--- src/rtl/mem_scan_pkg.sv ---
// Shared types for the memory scan controller: scan modes, FSM states and a mode helper.
package mem_scan_pkg;

    typedef enum logic [1:0] {
        RD_ONCE = 2'd0,
        RD_LOOP = 2'd1,
        WR_FILL = 2'd2,
        WR_RAMP = 2'd3
    } mode_t;

    typedef enum logic [1:0] {
        IDLE  = 2'd0,
        RUN   = 2'd1,
        DRAIN = 2'd2,
        DONE  = 2'd3
    } state_t;

    // Both write modes share the upper mode bit.
    function automatic logic is_write(input mode_t m);
        return m[1];
    endfunction

endpackage

--- src/rtl/mem_scan_ctrl_if.sv ---
// Control/data bundle between a scan requester (master) and the scan controller (slave).
interface mem_scan_ctrl_if
    import mem_scan_pkg::*;
#(
    parameter int DATA_W = 16,
    parameter int ADDR_W = 8
) ();

    logic              start;
    mode_t             mode;
    logic [ADDR_W-1:0] base;
    logic [ADDR_W-1:0] last;
    logic [DATA_W-1:0] w_data;
    logic              hold;
    logic              stop;
    logic [DATA_W-1:0] r_data;
    logic              r_valid;
    logic [ADDR_W-1:0] r_addr;
    logic              busy;
    logic              done;

    modport master (
        output start, mode, base, last, w_data, hold, stop,
        input  r_data, r_valid, r_addr, busy, done
    );

    modport slave (
        input  start, mode, base, last, w_data, hold, stop,
        output r_data, r_valid, r_addr, busy, done
    );

endinterface

--- src/rtl/sync_ram.sv ---
// Single-port synchronous RAM with registered read; a read during a write returns the old word.
module sync_ram #(
    parameter int DATA_W = 16,
    parameter int ADDR_W = 8
) (
    input  logic              clk,
    input  logic              we,
    input  logic [ADDR_W-1:0] addr,
    input  logic [DATA_W-1:0] wdata,
    output logic [DATA_W-1:0] rdata
);

    logic [DATA_W-1:0] mem [2**ADDR_W];
    logic [DATA_W-1:0] rdata_reg;

    // Write port plus registered read of the pre-write contents.
    always_ff @(posedge clk) begin
        if (we) begin
            mem[addr] <= wdata;
        end
        rdata_reg <= mem[addr];
    end

    assign rdata = rdata_reg;

endmodule

--- src/rtl/mem_scan_ctrl.sv ---
// Memory scan controller: walks a wrapping address window reading or writing one word per cycle.
module mem_scan_ctrl
    import mem_scan_pkg::*;
#(
    parameter int DATA_W = 16,
    parameter int ADDR_W = 8
) (
    input  logic           clk,
    input  logic           rst_n,
    mem_scan_ctrl_if.slave bus
);

    localparam logic [1:0]      S_IDLE  = IDLE;
    localparam logic [1:0]      S_RUN   = RUN;
    localparam logic [1:0]      S_DRAIN = DRAIN;
    localparam logic [1:0]      S_DONE  = DONE;
    localparam logic [ADDR_W:0] LEN_ONE = (ADDR_W+1)'(1);

    logic [1:0]        state_reg, state_next;
    mode_t             mode_reg;
    logic [ADDR_W-1:0] base_reg;
    logic [ADDR_W-1:0] addr_reg;
    logic [ADDR_W:0]   len_reg;       // accesses left in the current pass
    logic [ADDR_W:0]   len_init_reg;  // window length, reloaded on each loop pass
    logic              rd_valid_reg;
    logic [ADDR_W-1:0] rd_addr_reg;

    logic              load;
    logic              issue;
    logic              last_access;
    logic [ADDR_W:0]   win_len;
    logic              ram_we;
    logic [DATA_W-1:0] ram_wdata;
    logic [DATA_W-1:0] ram_rdata;

    // Window length (1..2**ADDR_W); the subtraction wraps in ADDR_W bits before extension.
    assign win_len     = {1'b0, bus.last - bus.base} + LEN_ONE;
    assign load        = (state_reg == S_IDLE) && bus.start;
    assign issue       = (state_reg == S_RUN) && !bus.hold;
    assign last_access = (len_reg == LEN_ONE);
    assign ram_we      = issue && is_write(mode_reg);
    assign ram_wdata   = (mode_reg == WR_FILL) ? bus.w_data : DATA_W'(addr_reg);

    // Next-state selection; Stop ends the scan even while Hold is asserted.
    always_comb begin
        state_next = state_reg;
        case (state_reg)
            S_IDLE:  if (bus.start) state_next = S_RUN;
            S_RUN: begin
                if (bus.stop) begin
                    state_next = S_DRAIN;
                end else if (issue && last_access && (mode_reg != RD_LOOP)) begin
                    state_next = S_DRAIN;
                end
            end
            S_DRAIN: state_next = S_DONE;
            default: state_next = S_IDLE;
        endcase
    end

    // State register, request latching and address/length counters.
    always_ff @(posedge clk or negedge rst_n) begin
        if (!rst_n) begin
            state_reg    <= S_IDLE;
            mode_reg     <= RD_ONCE;
            base_reg     <= '0;
            addr_reg     <= '0;
            len_reg      <= '0;
            len_init_reg <= '0;
        end else begin
            state_reg <= state_next;
            if (load) begin
                mode_reg     <= bus.mode;
                base_reg     <= bus.base;
                addr_reg     <= bus.base;
                len_reg      <= win_len;
                len_init_reg <= win_len;
            end else if (issue) begin
                if (last_access) begin
                    // Back to the start of the window with no bubble (only matters in loop mode).
                    addr_reg <= base_reg;
                    len_reg  <= len_init_reg;
                end else begin
                    addr_reg <= addr_reg + 1'b1;
                    len_reg  <= len_reg - LEN_ONE;
                end
            end
        end
    end

    // One-stage valid/address pipeline aligned with the RAM read latency.
    always_ff @(posedge clk or negedge rst_n) begin
        if (!rst_n) begin
            rd_valid_reg <= 1'b0;
            rd_addr_reg  <= '0;
        end else begin
            rd_valid_reg <= issue && !is_write(mode_reg);
            if (issue) begin
                rd_addr_reg <= addr_reg;
            end
        end
    end

    sync_ram #(
        .DATA_W(DATA_W),
        .ADDR_W(ADDR_W)
    ) u_ram (
        .clk   (clk),
        .we    (ram_we),
        .addr  (addr_reg),
        .wdata (ram_wdata),
        .rdata (ram_rdata)
    );

    // RAM output is masked so the data port reads zero whenever no beat is presented.
    assign bus.r_data  = rd_valid_reg ? ram_rdata : '0;
    assign bus.r_valid = rd_valid_reg;
    assign bus.r_addr  = rd_addr_reg;
    assign bus.busy    = (state_reg == S_RUN) || (state_reg == S_DRAIN);
    assign bus.done    = (state_reg == S_DONE);

endmodule

--- src/flat_wrapper.sv ---
// flat-port wrapper written by rule: the top's interface ports become plain ports
module mem_scan_ctrl_flat import mem_scan_pkg::*;
#(
    parameter int DATA_W = 16,
    parameter int ADDR_W = 8
)
  (clk, rst_n, bus_start, bus_mode, bus_base, bus_last, bus_w_data, bus_hold, bus_stop, bus_r_data, bus_r_valid, bus_r_addr, bus_busy, bus_done);
  mem_scan_ctrl_if #(.DATA_W(DATA_W), .ADDR_W(ADDR_W)) bus_i ();
  input  logic clk;
  input  logic rst_n;
  input wire logic [$bits(bus_i.start)-1:0] bus_start;
  input wire logic [$bits(bus_i.mode)-1:0] bus_mode;
  input wire logic [$bits(bus_i.base)-1:0] bus_base;
  input wire logic [$bits(bus_i.last)-1:0] bus_last;
  input wire logic [$bits(bus_i.w_data)-1:0] bus_w_data;
  input wire logic [$bits(bus_i.hold)-1:0] bus_hold;
  input wire logic [$bits(bus_i.stop)-1:0] bus_stop;
  output wire logic [$bits(bus_i.r_data)-1:0] bus_r_data;
  output wire logic [$bits(bus_i.r_valid)-1:0] bus_r_valid;
  output wire logic [$bits(bus_i.r_addr)-1:0] bus_r_addr;
  output wire logic [$bits(bus_i.busy)-1:0] bus_busy;
  output wire logic [$bits(bus_i.done)-1:0] bus_done;
  assign bus_i.start = bus_start;
  assign bus_i.mode = bus_mode;
  assign bus_i.base = bus_base;
  assign bus_i.last = bus_last;
  assign bus_i.w_data = bus_w_data;
  assign bus_i.hold = bus_hold;
  assign bus_i.stop = bus_stop;
  assign bus_r_data = bus_i.r_data;
  assign bus_r_valid = bus_i.r_valid;
  assign bus_r_addr = bus_i.r_addr;
  assign bus_busy = bus_i.busy;
  assign bus_done = bus_i.done;
  mem_scan_ctrl #(.DATA_W(DATA_W), .ADDR_W(ADDR_W)) u_core (.clk(clk), .rst_n(rst_n), .bus(bus_i));
endmodule
--- config.mk ---
export PLATFORM = sky130hd
export DESIGN_NAME = mem_scan_ctrl_flat
export DESIGN_NICKNAME = d
export VERILOG_FILES = /design/src/rtl/mem_scan_pkg.sv /design/src/rtl/mem_scan_ctrl_if.sv /design/src/rtl/sync_ram.sv /design/src/rtl/mem_scan_ctrl.sv /design/src/flat_wrapper.sv
export SDC_FILE = /design/constraint.sdc
export NUM_CORES = 2
export LEC_CHECK = 0
export ABC_CLOCK_PERIOD_IN_PS = 17830
export BUFFER_PORTS_ARGS = -buffer_cell sky130_fd_sc_hd__buf_2
export CAP_MARGIN = 40
export CORE_ASPECT_RATIO = 0.9
export CORE_MARGIN = 3
export CORE_UTILIZATION = 63
export DETAILED_ROUTE_END_ITERATION = 8
export PLACE_DENSITY_LB_ADDON = 0.2
export SLEW_MARGIN = 20
export SYNTH_ARGS = -nofsm -noshare
export SYNTH_HDL_FRONTEND = slang
export SYNTH_SLANG_ARGS = --single-unit
export TNS_END_PERCENT = 10
--- constraint.sdc ---
create_clock -name clk -period 17.83 [get_ports clk]
set_input_delay 2.6745 -clock clk [delete_from_list [all_inputs] [get_ports clk]]
set_output_delay 2.6745 -clock clk [all_outputs]
set_load 0.03 [all_outputs]
==> impl_metrics.py <==
metrics = {
    "critical_path": {
        "path_common_cell": "buf_4",
        "crit_chain": "buf_4 > buf_4 > buf_4 > mux4_2 > mux2i_1 > o22ai_1 > or4_1 > a2111oi_2 > nand3_1",
        "worstPathRequired_ps": 18560,
        "critPathKind": "register to register",
        "critPathBufInv": 3,
        "rr_startpoint": "u_core.addr_reg[1]",
        "r2r_cells": 9,
        "cpMaxStageDelayCell": "dfrtp_4",
        "critical-path-max-stage-delay_ps": 930,
        "critPathTopFamily": "buffers and inverters",
        "cp_max_fo": 46,
        "cp_data_arrival_time_ps": 6900,
        "r2r_end": "u_core.u_ram.rdata[3]",
        "critPathLaunchType": "register",
        "regToRegSetupSlack_ps": 11660,
        "end_kind": "register",
    },
    "global_route": {
        "grt.overflow.total": 0,
        "grt_pass1_wl_um": 612000,
        "grt_start_max_net_pins": 193,
        "antenna_found_initial": 21,
        "grt_pass1_vias": 78740,
        "grt.total_usage_pct": 33.8,
    },
    "timing": {
        "setup_viol": 0,
        "period_needed_ps": 6170,
        "timing.fmax_ghz": 0.162,
        "max-slew-margin-rel_pct": 23.6,
        "slew_violations": 0,
        "rsz0062_at_grt": "no",
        "fin_worst_skew_ps": 59.6,
        "tightest_slew_ps": 1150,
        "hold_viol": 0,
        "post-route-period-util_pct": 34.6,
        "fin_ws_ps": 11660,
        "setup_tns_ps": 0,
    },
    "logic_synthesis": {
        "synth_cell_types": 60,
        "syn_nets": 6910,
        "yosys_warnings": 0,
        "synth_area_sq_um": 160000,
        "synth_ff_type": "edfxtp_1",
        "synth_edf_count": 4096,
        "synth_seq_cells": 4159,
        "syn_avg_cell_area_sq_um": 23.3,
        "syn_inst": 6852,
        "ys_async_sr_fraction_pct": 1.13,
        "synth-seq-area-share_pct": 77.9,
    },
    "final_layout": {
        "syn_to_final_growth_pct": 13.1,
        "final_common_cell": "edfxtp_1",
        "layout_common_cells": "edfxtp_1, mux4_2, clkbuf_16",
        "fillers": 13667,
        "final_nets": 7480,
        "finalNonFillerCells": 11101,
        "multiInputGateArea_sq_um": 33900,
        "drive_gt1_share_pct": 32.1,
        "seq_area_sq_um": 125000,
        "largest_register_ffs": 4096,
        "final_area_sq_um": 181000,
    },
    "detailed_routing": {
        "wl_um": 436000,
        "drtIter0Drc": 13390,
        "wl_per_cell_um": 39.2,
        "firstDrtPassIters": 7,
        "routed_via_density": 7.26,
        "remaining_drc_errors": 0,
        "antenna_left": 0,
        "routed-via-count": 80595,
    },
    "floorplanning": {
        "coreArea_sq_um": 251000,
        "io_pins": 66,
        "die_h_um": 484,
        "start_util_pct": 63.7,
        "die-area_sq_um": 260000,
        "row_count": 174,
        "die_w_um": 537,
    },
    "clock_network": {
        "clk_latency_ps": 920,
        "cts-resized-gates": 0,
        "cts_tree": "done",
        "holdBufCountCts": 0,
        "clkTransAtPathRegs_ps": 60,
        "cts_buffers": 393,
        "h-tree-depth": 5,
        "cts_sinks": 4159,
        "post_cts_buffers": 0,
        "cts.path.max_buffers": 4,
        "root_buffer": "clkbuf_16",
    },
    "placement": {
        "dp_cells": 10334,
        "place.port_buffers": 65,
        "placed_area_sq_um": 167000,
        "dp_slack_ps": 11700,
        "gp_congestion": 0.901,
        "place_hpwl_um": 253000,
    },
    "status": {
        "status": "finished, final reports clean",
    },
    "pwr": {
        "peakVddDrop_v": 0.000172,
        "seqPwrFrac_pct": 41.5,
        "p_leak_nw": 57.5,
        "p_sw_share_pct": 31.8,
        "cellPowerDensity_nw_per_um2": 162,
        "pwr-share-comb_pct": 29.9,
        "clockPowerShare_pct": 28.6,
        "power_switching_mw": 9.28,
        "cellInternalPower_mw": 19.9,
    },
    "min_path": {
        "worstHoldEndpoint": "u_core.len_init_reg[8]",
        "hold_depth": 1,
        "min-delay-start": "u_core.len_init_reg[8]",
        "hp-class": "register to register",
    },
    "job": {
        "cap_viol_max_count": 0,
    },
}
## layer usage
layer / wire length (um) / vias to the layer above / global-route usage, %
li1: - / 30399 / -
met1: 152000 / 42436 / 48.2
met2: 200000 / 6683 / 49.5
met3: 59700 / 1063 / 10.1
met4: 23600 / 14 / 14.6
met5: 93 / - / 0
## synthesized netlist by cell type (4+ instances only)
cell	number	area, sq um
o21ai_0	23	115
nand3_1	38	190
xnor2_1	6	52.6
a22o_1	22	193
edfxtp_1	4096	123000
nor4_1	12	75.1
mux4_2	1167	26300
nand2b_1	5	31.3
nand4b_1	4	35.0
buf_2	95	475
o221ai_1	9	78.8
and3_1	8	50.1
clkbuf_1	159	597
o22ai_1	86	538
nor2_1	300	1130
mux2_2	10	113
dfxtp_1	16	320
nor2b_1	17	106
dfrtp_1	47	1180
and2_1	31	194
nand4_1	11	68.8
a22oi_1	53	398
a21o_1	4	30.0
xor2_1	6	52.6
a221oi_1	19	166
a21oi_1	48	240
inv_1	19	71.3
or3_1	7	43.8
mux2i_1	172	1720
a211oi_1	4	30.0
o31ai_1	4	30.0
ha_1	18	225
buf_6	42	473
o21a_1	4	30.0
a31oi_1	9	56.3
buf_4	31	233
buf_1	49	184
nand2_1	136	510
o32ai_1	8	70.1
nor3_1	19	95.1
## metrics by stage
stage | power [mW] | utilization [%] | hold slack (ps)
after CTS | 29.0 | 71.8 | 479
after global routing | 29.9 | 72.0 | 498
after global placement | 20.4 | 66.0 | 455
after detailed placement | 20.7 | 66.7 | 465
after floorplan | 17.6 | - | 444
final | 29.2 | 72.0 | 486
## worst max path at each step
stage | from | to | slack [ps] | depth (start not counted)
finish | u_core.addr_reg[1] | u_core.u_ram.rdata[3] | 11660 | 9
global route | u_core.addr_reg[1] | u_core.u_ram.rdata[3] | 11730 | 9
CTS | u_core.addr_reg[0] | u_core.u_ram.rdata[11] | 11640 | 13
global placement | u_core.addr_reg[1] | u_core.u_ram.rdata[3] | 11170 | 9
floorplan | u_core.addr_reg[0] | u_core.u_ram.mem[0][0] | 3960 | 8
detailed placement | u_core.addr_reg[0] | u_core.u_ram.rdata[15] | 11700 | 9
## final cells by class
class | count | share of cell area [%]
antenna | 17 | 0.0235
tap | 3344 | 2.31
multi-input combinational | 2297 | 18.7
clock buffer | 468 | 5.67
timing repair buffer | 551 | 2.92
clock inverter | 245 | 1.41
sequential | 4159 | 68.9
inverter | 20 | 0.0415
## power by group through the flow
stage | sequential [mW] | clock, mW | combinational (mW)
finish | 12.1 | 8.36 | 8.73
detailed placement | 12.3 | 0 | 8.36
floorplan | 12.6 | 0 | 5.04
CTS | 12.1 | 8.41 | 8.43
global route | 12.1 | 8.77 | 8.98
global placement | 12.4 | 0 | 8.01
## kinds of logic (layout without fill, tap and decap cells)
logic type | Yosys count | after routing | synth area share, %
DFF | 4159 | 4159 | 77.9
xor gates and xnor gates | 12 | 12 | 0.0658
muxes | 1349 | 1349 | 17.6
adders and majority gates | 19 | 19 | 0.153
AOI/OAI and AO/OA | 316 | 316 | 1.37
other | 0 | 17 | 0
buffers and inverters | 396 | 1284 | 1.27
and+or+nand+nor | 601 | 601 | 1.65
Power figures use the tool's default switching activity.
